[config.mk]
export PLATFORM = sky130hd
export DESIGN_NAME = rtc_timekeeper_flat
export DESIGN_NICKNAME = d
export VERILOG_FILES = /design/src/rtl/rtc_timekeeper_if.sv /design/src/rtl/rtc_timekeeper.sv /design/src/flat_wrapper.sv
export SDC_FILE = /design/constraint.sdc
export NUM_CORES = 1
export LEC_CHECK = 0
export BUFFER_PORTS_ARGS = -buffer_cell sky130_fd_sc_hd__buf_4
export CORE_MARGIN = 2
export CORE_UTILIZATION = 59
export DETAILED_ROUTE_END_ITERATION = 8
export GPL_ROUTABILITY_DRIVEN = 0
export HOLD_SLACK_MARGIN = 0.15
export PLACE_DENSITY = 0.86
export SYNTH_ARGS = -nofsm -noshare
export SYNTH_HDL_FRONTEND = slang
export SYNTH_SLANG_ARGS = --single-unit
[constraint.sdc]
create_clock -name clk -period 4.6 [get_ports clk]
set_clock_uncertainty 0.2 [all_clocks]
set_input_delay 0 -clock clk [delete_from_list [all_inputs] [get_ports clk]]
set_output_delay 0 -clock clk [all_outputs]
set_load 0.05 [all_outputs]
[src/rtl/rtc_timekeeper_if.sv]
// Control/status bundle between the real-time clock core and the display/UI side.
// The UI (master) drives time load, alarm setup and mode; the core (slave)
// returns the current time, strobes and the alarm flag.
interface rtc_timekeeper_if;
  // Run control and display mode
  logic       en;
  logic       mode_12h;

  // Time load request (24-hour values)
  logic       load;
  logic [4:0] load_hh;
  logic [5:0] load_mm;
  logic [5:0] load_ss;

  // Alarm setup and acknowledge
  logic       alarm_en;
  logic [4:0] alarm_hh;
  logic [5:0] alarm_mm;
  logic       alarm_ack;

  // Time and status back to the UI
  logic [5:0] seconds;
  logic [5:0] minutes;
  logic [4:0] hours;
  logic       pm;
  logic       sec_pulse;
  logic       day_pulse;
  logic       load_err;
  logic       alarm;

  modport master (
    output en, mode_12h,
    output load, load_hh, load_mm, load_ss,
    output alarm_en, alarm_hh, alarm_mm, alarm_ack,
    input  seconds, minutes, hours, pm,
    input  sec_pulse, day_pulse, load_err, alarm
  );

  modport slave (
    input  en, mode_12h,
    input  load, load_hh, load_mm, load_ss,
    input  alarm_en, alarm_hh, alarm_mm, alarm_ack,
    output seconds, minutes, hours, pm,
    output sec_pulse, day_pulse, load_err, alarm
  );
endinterface

[src/rtl/rtc_timekeeper.sv]
// Real-time clock core: divides clk down to a 1 Hz tick and keeps HH:MM:SS.
// Time is held internally in 24-hour form; the 12-hour view is derived
// combinationally so that switching display mode never disturbs state.
// A load request always beats a tick in the same cycle; an invalid load
// freezes everything for that cycle and raises a one-cycle error strobe.
module rtc_timekeeper #(
  parameter int TICKS_PER_SEC = 50_000_000
) (
  input  logic               clk,
  input  logic               reset,
  rtc_timekeeper_if.slave    bus
);

  localparam int PRESC_W = (TICKS_PER_SEC > 1) ? $clog2(TICKS_PER_SEC) : 1;
  localparam logic [PRESC_W-1:0] PRESC_MAX = PRESC_W'(TICKS_PER_SEC - 1);

  // Load values are only accepted when every field is a legal time.
  function automatic logic time_valid(input logic [4:0] hh,
                                      input logic [5:0] mm,
                                      input logic [5:0] ss);
    return (hh <= 5'd23) && (mm <= 6'd59) && (ss <= 6'd59);
  endfunction

  // 24-hour value to display value: midnight and noon both read 12 in 12-hour mode.
  function automatic logic [4:0] disp_hours(input logic [4:0] h24,
                                            input logic       m12);
    logic [4:0] h;
    h = h24;
    if (m12) begin
      if (h24 == 5'd0)       h = 5'd12;
      else if (h24 > 5'd12)  h = h24 - 5'd12;
    end
    return h;
  endfunction

  logic [PRESC_W-1:0] presc_cnt;
  logic [5:0]         sec_cnt;
  logic [5:0]         min_cnt;
  logic [4:0]         hr24_cnt;
  logic               sec_pulse_r;
  logic               day_pulse_r;
  logic               load_err_r;
  logic               alarm_r;

  logic               tick;
  logic               load_ok;
  logic               load_bad;
  logic               adv;
  logic               sec_wrap;
  logic               min_wrap;
  logic               day_wrap;
  logic [5:0]         sec_nxt;
  logic [5:0]         min_nxt;
  logic [4:0]         hr_nxt;
  logic               alarm_cfg_ok;
  logic               alarm_hit;

  // Tick detection, load qualification and the time one second ahead.
  always_comb begin
    tick      = bus.en && (presc_cnt == PRESC_MAX);
    load_ok   = bus.load && time_valid(bus.load_hh, bus.load_mm, bus.load_ss);
    load_bad  = bus.load && !load_ok;
    adv       = tick && !bus.load;

    sec_wrap  = (sec_cnt == 6'd59);
    min_wrap  = sec_wrap && (min_cnt == 6'd59);
    day_wrap  = min_wrap && (hr24_cnt == 5'd23);

    sec_nxt   = sec_wrap ? 6'd0 : sec_cnt + 6'd1;
    min_nxt   = min_cnt;
    if (sec_wrap)
      min_nxt = (min_cnt == 6'd59) ? 6'd0 : min_cnt + 6'd1;
    hr_nxt    = hr24_cnt;
    if (min_wrap)
      hr_nxt  = (hr24_cnt == 5'd23) ? 5'd0 : hr24_cnt + 5'd1;

    // Out-of-range alarm settings are rejected explicitly so that, e.g.,
    // 07:60 cannot alias onto 08:00.
    alarm_cfg_ok = (bus.alarm_hh <= 5'd23) && (bus.alarm_mm <= 6'd59);
    alarm_hit    = bus.alarm_en && alarm_cfg_ok &&
                   (hr_nxt == bus.alarm_hh) && (min_nxt == bus.alarm_mm) &&
                   (sec_nxt == 6'd0);
  end

  // Prescaler: restarts on an accepted load, freezes on a rejected one or when disabled.
  always_ff @(posedge clk or posedge reset) begin
    if (reset)
      presc_cnt <= '0;
    else if (load_ok)
      presc_cnt <= '0;
    else if (!load_bad && bus.en)
      presc_cnt <= tick ? '0 : presc_cnt + PRESC_W'(1);
  end

  // Time of day: load takes priority, otherwise advance one second on a tick.
  always_ff @(posedge clk or posedge reset) begin
    if (reset) begin
      sec_cnt  <= '0;
      min_cnt  <= '0;
      hr24_cnt <= '0;
    end else if (load_ok) begin
      sec_cnt  <= bus.load_ss;
      min_cnt  <= bus.load_mm;
      hr24_cnt <= bus.load_hh;
    end else if (adv) begin
      sec_cnt  <= sec_nxt;
      min_cnt  <= min_nxt;
      hr24_cnt <= hr_nxt;
    end
  end

  // One-cycle strobes: second advance, midnight rollover and rejected load.
  always_ff @(posedge clk or posedge reset) begin
    if (reset) begin
      sec_pulse_r <= 1'b0;
      day_pulse_r <= 1'b0;
      load_err_r  <= 1'b0;
    end else begin
      sec_pulse_r <= adv;
      day_pulse_r <= adv && day_wrap;
      load_err_r  <= load_bad;
    end
  end

  // Sticky alarm: a tick onto HH:MM:00 sets it and wins over ack/disarm.
  always_ff @(posedge clk or posedge reset) begin
    if (reset)
      alarm_r <= 1'b0;
    else if (adv && alarm_hit)
      alarm_r <= 1'b1;
    else if (bus.alarm_ack || !bus.alarm_en)
      alarm_r <= 1'b0;
  end

  assign bus.seconds   = sec_cnt;
  assign bus.minutes   = min_cnt;
  assign bus.hours     = disp_hours(hr24_cnt, bus.mode_12h);
  assign bus.pm        = (hr24_cnt >= 5'd12);
  assign bus.sec_pulse = sec_pulse_r;
  assign bus.day_pulse = day_pulse_r;
  assign bus.load_err  = load_err_r;
  assign bus.alarm     = alarm_r;

endmodule

[src/flat_wrapper.sv]
// flat-port wrapper written by rule: the top's interface ports become plain ports
module rtc_timekeeper_flat 
#(
  parameter int TICKS_PER_SEC = 50_000_000
)
  (clk, reset, bus_en, bus_mode_12h, bus_load, bus_load_hh, bus_load_mm, bus_load_ss, bus_alarm_en, bus_alarm_hh, bus_alarm_mm, bus_alarm_ack, bus_seconds, bus_minutes, bus_hours, bus_pm, bus_sec_pulse, bus_day_pulse, bus_load_err, bus_alarm);
  rtc_timekeeper_if bus_i ();
  input  logic clk;
  input  logic reset;
  input wire logic [$bits(bus_i.en)-1:0] bus_en;
  input wire logic [$bits(bus_i.mode_12h)-1:0] bus_mode_12h;
  input wire logic [$bits(bus_i.load)-1:0] bus_load;
  input wire logic [$bits(bus_i.load_hh)-1:0] bus_load_hh;
  input wire logic [$bits(bus_i.load_mm)-1:0] bus_load_mm;
  input wire logic [$bits(bus_i.load_ss)-1:0] bus_load_ss;
  input wire logic [$bits(bus_i.alarm_en)-1:0] bus_alarm_en;
  input wire logic [$bits(bus_i.alarm_hh)-1:0] bus_alarm_hh;
  input wire logic [$bits(bus_i.alarm_mm)-1:0] bus_alarm_mm;
  input wire logic [$bits(bus_i.alarm_ack)-1:0] bus_alarm_ack;
  output wire logic [$bits(bus_i.seconds)-1:0] bus_seconds;
  output wire logic [$bits(bus_i.minutes)-1:0] bus_minutes;
  output wire logic [$bits(bus_i.hours)-1:0] bus_hours;
  output wire logic [$bits(bus_i.pm)-1:0] bus_pm;
  output wire logic [$bits(bus_i.sec_pulse)-1:0] bus_sec_pulse;
  output wire logic [$bits(bus_i.day_pulse)-1:0] bus_day_pulse;
  output wire logic [$bits(bus_i.load_err)-1:0] bus_load_err;
  output wire logic [$bits(bus_i.alarm)-1:0] bus_alarm;
  assign bus_i.en = bus_en;
  assign bus_i.mode_12h = bus_mode_12h;
  assign bus_i.load = bus_load;
  assign bus_i.load_hh = bus_load_hh;
  assign bus_i.load_mm = bus_load_mm;
  assign bus_i.load_ss = bus_load_ss;
  assign bus_i.alarm_en = bus_alarm_en;
  assign bus_i.alarm_hh = bus_alarm_hh;
  assign bus_i.alarm_mm = bus_alarm_mm;
  assign bus_i.alarm_ack = bus_alarm_ack;
  assign bus_seconds = bus_i.seconds;
  assign bus_minutes = bus_i.minutes;
  assign bus_hours = bus_i.hours;
  assign bus_pm = bus_i.pm;
  assign bus_sec_pulse = bus_i.sec_pulse;
  assign bus_day_pulse = bus_i.day_pulse;
  assign bus_load_err = bus_i.load_err;
  assign bus_alarm = bus_i.alarm;
  rtc_timekeeper #(.TICKS_PER_SEC(TICKS_PER_SEC)) u_core (.clk(clk), .reset(reset), .bus(bus_i));
endmodule
=== After elaboration in Yosys (flattened, before gate mapping) ===
Index checks and enable logic that the tools add are counted.

* Div/mod/pow operators: 0
* Multiply operators: 0
* Bitwise operators: 0
* Order comparisons: 7
* Muxes and demuxes: 19
* Add/subtract/negate cells: 5
* Equality and inequality tests: 6
* Shifts and indexed selects: 0
* Reduce and logical (&&, ||, !) cells: 26

{| class="wikitable"
|+ Operators by type and width
! operator !! number
|-
| $mux 26 || 3
|-
| $mux 6 || 7
|-
| $mux 5 || 7
|-
| $add 26x1->26 const B || 1
|-
| $eq 26x26->1 const B || 1
|-
| $le 6x6->1 const B || 3
|-
| $logic_and 1x1->1 || 16
|-
| $add 6x1->6 const B || 2
|-
| $eq 6x6->1 const B || 2
|-
| $le 5x5->1 const B || 2
|-
| $eq 6x6->1 || 1
|-
| $logic_not 6->1 || 1
|-
| $reduce_bool 2->1 || 3
|-
| $add 5x1->5 const B || 1
|-
| $eq 5x5->1 || 1
|-
| $eq 5x5->1 const B || 1
|-
| $ge 5x4->1 const B || 1
|-
| $gt 5x4->1 const B || 1
|-
| $logic_not 5->1 || 1
|-
| $sub 5x4->5 const B || 1
|-
| $logic_not 1->1 || 4
|-
| $mux 1 || 2
|-
| $logic_or 1x1->1 || 1
|}

* RAM bits: 0
* Memories kept: 0
* Output and inout port bits: 22
* Bits in read-only memories: 0
* Register bits: 47
* Word-level logic and storage cells: 71
* Bits in latches: 0
* Input bits: 35

=== Logic depth before layout (Yosys ltp) ===
* Depth in word-level cells: 10
* Gate-level depth with buffers: 10
* Mapped depth without buffers: 9

=== Worst setup path after synthesis ===
OpenSTA, ideal clock, no wires.

* Kind: reg-to-reg
* Start: register u_core.sec_cnt[0] (netlist: u_core.bus.seconds[0])
* End: register u_core.alarm_r (netlist: u_core.bus.alarm)
* Path buffers: 1
* Path slack: 1,746 ps
* Required time: 4,324 ps
* Library setup time: 76 ps
* Arrival time: 2,578 ps
* Cell stages (with the launch flop): 10
* Clock period less this slack: 2,854 ps
* Cells stage by stage: dfrtp_1 ha_1 nand2_1 or4_4 buf_6 nor2_1 xor2_1 a2111oi_1 nand4_1 o21ai_1

* Word-level cells in the longest chain between the ends: 9
* Elaborated cells on any way between the ends: 15
* Classes of those cells: 1 x add/sub; 3 x eq/ne; 4 x mux; 7 x reduce/logical

{| class="wikitable"
|+ RTL lines
! item !! RTL line !! RTL
|-
| from (decl) || rtc_timekeeper.sv:37 || <nowiki>logic [5:0] sec_cnt;</nowiki>
|-
| from (signal assigned) || rtc_timekeeper.sv:102 || <nowiki>sec_cnt <= bus.load_ss;</nowiki>
|-
| from (signal assigned) || rtc_timekeeper.sv:106 || <nowiki>sec_cnt <= sec_nxt;</nowiki>
|-
| branches (longest 6 deep; another with $add 6x1->6) || - ||
|-
| $logic_and 1x1->1 * || rtc_timekeeper.sv:81 || <nowiki>(hr_nxt == bus.alarm_hh) && (min_nxt == bus.alarm_mm) &&</nowiki>
|-
| $logic_and 1x1->1 * || rtc_timekeeper.sv:129 || <nowiki>else if (adv && alarm_hit)</nowiki>
|-
| $mux 1 or $reduce_bool 2->1 (tied branches) || - ||
|-
| to (signal assigned) || rtc_timekeeper.sv:128 || <nowiki>alarm_r <= 1'b0;</nowiki>
|-
| to (signal assigned) || rtc_timekeeper.sv:130 || <nowiki>alarm_r <= 1'b1;</nowiki>
|-
| to (signal assigned) || rtc_timekeeper.sv:132 || <nowiki>alarm_r <= 1'b0;</nowiki>
|-
| to (decl) || rtc_timekeeper.sv:43 || <nowiki>logic alarm_r;</nowiki>
|}

Mark *: on every way between the ends.
A chain may end at the register's enable or synchronous reset.

=== Final worst setup path ===
Ends and elaborated chain as after synthesis.

==> metrics.md <==
| Metric | Value |
|---|---|
| Status | finished clean |
| H-Tree Depth | 2 |
| Clock latency on the worst-skew pair | just over 0.3 ns |
| Final Max Tran Viols | 0 |
| Layout area overhead | 24.2% |
| Power Density | between 200 and 300 nW/µm² |
| Count leader, synth | nand2_1 |
| EDFF count, synth | 0 |
| Setup TNS | 0 ns |
| Antenna violation net count after detailed routing | 0 |
| Post-Route WL | 8570 µm |
| Routed wire per std cell | 16.1 µm |
| Die X | slightly below 80 µm |
| Synth Area per Inst | about 8.4 µm² |
| Die ar. | around 6100 µm² |
| Placed insts | 498 |
| Vias per std cell | between 6 and 7 |
| Main synth FF type | dfrtp_1 |
| Synthesized instance count | a little under 400 |
| Final setup viols | 0 |
| Max VDD drop | approximately 0.15 mV |
| Minimum clock period | between 3 and 4 ns |
| Floorplan row count | 26 |
| Worst Path Required | ~4.7 ns |
| Grt ovf | 0 |
| Yosys warnings | 0 |
| Worst Path Max Fanout | 10 |
| Post-synth top cells | nand2_1 (56), dfrtp_1 (47), nor2_1 (38) |
| Initial antenna violation count | 0 |
| Crit start category | flip-flop |
| Worst R2R Setup Slack | 1.29 ns |
| Vias in the first global route | around 3.2k |
| Deepest clock path buffer count | 2 |
| Hold Violations, Final | 0 |
| Core area | around 5200 µm² |
| # DRC | 0 |
| CTS sink count | 47 |
| Max Fclk | about 300 MHz |
| Hold Path Class | input port to flip-flop |
| Least-Margin Pin Slew | around 1.1 ns |
| Final Cycle Share | 0.719 |
| Global Route Usage Sum | 0.292 |
| Drt initial violations | 208 |
| Synth Net Count | 430 |
| Via count | between 3k and 4k |
| Reg clk slew, reported paths | 0.09 ns |
| CTS tree | built |
| RSZ-0062 raised after global routing | false |
| Crit. End Element | flip-flop |
| # Post-CTS Setup Buffers | 0 |
| Max-cap violations | 0 |
| Library cells used by synthesis | 64 |
| Buffers on Ports | 56 |
| Num CTS Buffers | 5 |
| Share of layout cells above drive strength 1 | 0.178 |
| Worst EP arrival | around 3.4 ns |
| Post-synth ARST share | 1.00 |
| FF+latch count, synth | 47 |
| Relative slew slack | 0.248 |
| Lkg Pwr | about 1.7 nW |
| # IOs | 57 |
| Register area share after synthesis | 0.363 |
| WS Path Type | flip-flop to flip-flop |
| Main area contributors after synthesis | dfrtp_1 (36%), nand2_1 (6.5%), xor2_1 (5.4%) |
| Global-route wire length before repair | 14500 µm |
| Mapped cell area | between 3000 and 4000 µm² |
| Die Ht | slightly below 80 µm |
| Starting Density | 0.623 |
| Final non-filler cell total | about 530 |
| DP Wirelength | between 5000 and 6000 µm |
| Clock root cell | clkbuf_8 |
| Yosys top cell area share | 0.363 |
| First-pass DRT Iterations | 7 |
| Synth area leader | dfrtp_1 |
| Layout net count | slightly above 500 |
| Largest net degree at the start of global routing | between 40 and 50 |
[sequential cells by signal, summed over array words and instances (netlist names)]
| name | flops |
|---|---|
| u_core.bus.seconds | 6 |
| u_core.bus.load_err | 1 |
| u_core.bus.alarm | 1 |
| u_core.bus.day_pulse | 1 |
| u_core.bus.sec_pulse | 1 |
| u_core.presc_cnt | 26 |
| u_core.hr24_cnt | 5 |
| u_core.bus.minutes | 6 |
[through the flow]
stage	instance area [µm²]	hold slack (ns)	util	setup WS [ns]	power, mW
after floorplan	3240	-0.0946	-	1.75	0.738
after global placement	3680	0.00476	0.707	2.02	0.841
after detailed placement	3680	0.0125	0.707	1.95	0.849
after CTS	4030	0.244	0.773	1.37	1.13
after global routing	4030	0.249	0.773	1.08	1.19
final	4030	0.250	0.774	1.29	1.14
[critical path: stages (launching register included)]
cell	delay (ns)
dfrtp_1	0.47
ha_1	0.29
nand2_1	0.17
or4_4	0.64
nor2_1	0.15
xor2_1	0.08
a2111oi_1	0.41
nand4_1	0.15
o21ai_1	0.13
dlygate4sd3_1	0.55
[metal layers]
metal,part of all wire,up-vias,wire (µm),global-route usage
li1,-,1547,-,-
met1,0.42,1498,3610,0.363
met2,0.49,137,4170,0.493
met3,0.070,22,598,0.0759
met4,0.022,0,190,0.105
met5,0,-,0,0
[power by group]
| part | total [mW] | internal (mW) | switching (mW) |
|---|---|---|---|
| Clock | 0.271 | 0.113 | 0.158 |
| Combinational | 0.372 | 0.140 | 0.232 |
| Sequential | 0.493 | 0.438 | 0.0549 |
| Total | 1.14 | 0.691 | 0.445 |
[layout by cell type (no fill, tap or decap), drive strengths merged, types with 3 or more instances in the layout]
cell type | netlist | routed
nor3 | 9 | 9
o21ai | 30 | 30
or3 | 5 | 5
dfrtp | 47 | 47
nand4 | 16 | 16
mux2i | 5 | 5
nor4 | 4 | 4
nand4b | 3 | 3
ha | 9 | 9
nand2 | 57 | 57
o311ai | 3 | 3
dlygate4sd3 | 0 | 25
nor2 | 38 | 38
and3 | 6 | 6
nand3 | 23 | 23
xnor2 | 13 | 13
or2 | 3 | 3
clkbuf | 8 | 5
o22ai | 3 | 3
inv | 11 | 13
a31oi | 10 | 10
xor2 | 20 | 20
o211ai | 4 | 4
nor2b | 3 | 3
nand3b | 3 | 3
buf | 7 | 57
a21oi | 11 | 11
[final timing paths]
check                                                    endpoint  depth (start not counted)                         startpoint
min in group asynchronous       u_core.bus.minutes[3]$_DFFE_PP0P_                          3                              reset
worst max register to register       u_core.bus.alarm$_DFFE_PP0P_                          9  u_core.bus.seconds[0]$_DFFE_PP0P_
worst max-delay path                 u_core.bus.alarm$_DFFE_PP0P_                          9  u_core.bus.seconds[0]$_DFFE_PP0P_
worst min register to register   u_core.presc_cnt[23]$_DFFE_PP0P_                          1   u_core.presc_cnt[23]$_DFFE_PP0P_
worst min-delay path               u_core.hr24_cnt[1]$_DFFE_PP0P_                          4                     bus_load_hh[1]
max in group asynchronous       u_core.bus.seconds[4]$_DFFE_PP0P_                          3                              reset
[cells by family after synthesis]
family | after synthesis | synth area share
adders and majority gates | 9 | 0.0347
DFF | 47 | 0.363
muxes | 5 | 0.0154
xor gates and xnor gates | 33 | 0.0891
AOI/OAI and AO/OA | 81 | 0.160
buffers and inverters | 26 | 0.0374
and+or+nand+nor | 185 | 0.300
[what timing repair did]
item,in CTS,in global routing
endpoints found under the hold margin,79,0
gates resized for setup,0,0
hold buffers,25,0
[layout make-up]
cell class,instances,area [µm²]
multi-input cells,313,1950
fillers,383,1180
flip-flops and latches,47,1180
repair buffers,82,678
well taps,70,87.6
clock buffers,5,68.8
inverters,11,41.3
clock inverters,3,27.5
diodes,1,2.50
No activity file was read; power rests on OpenSTA's default activity.
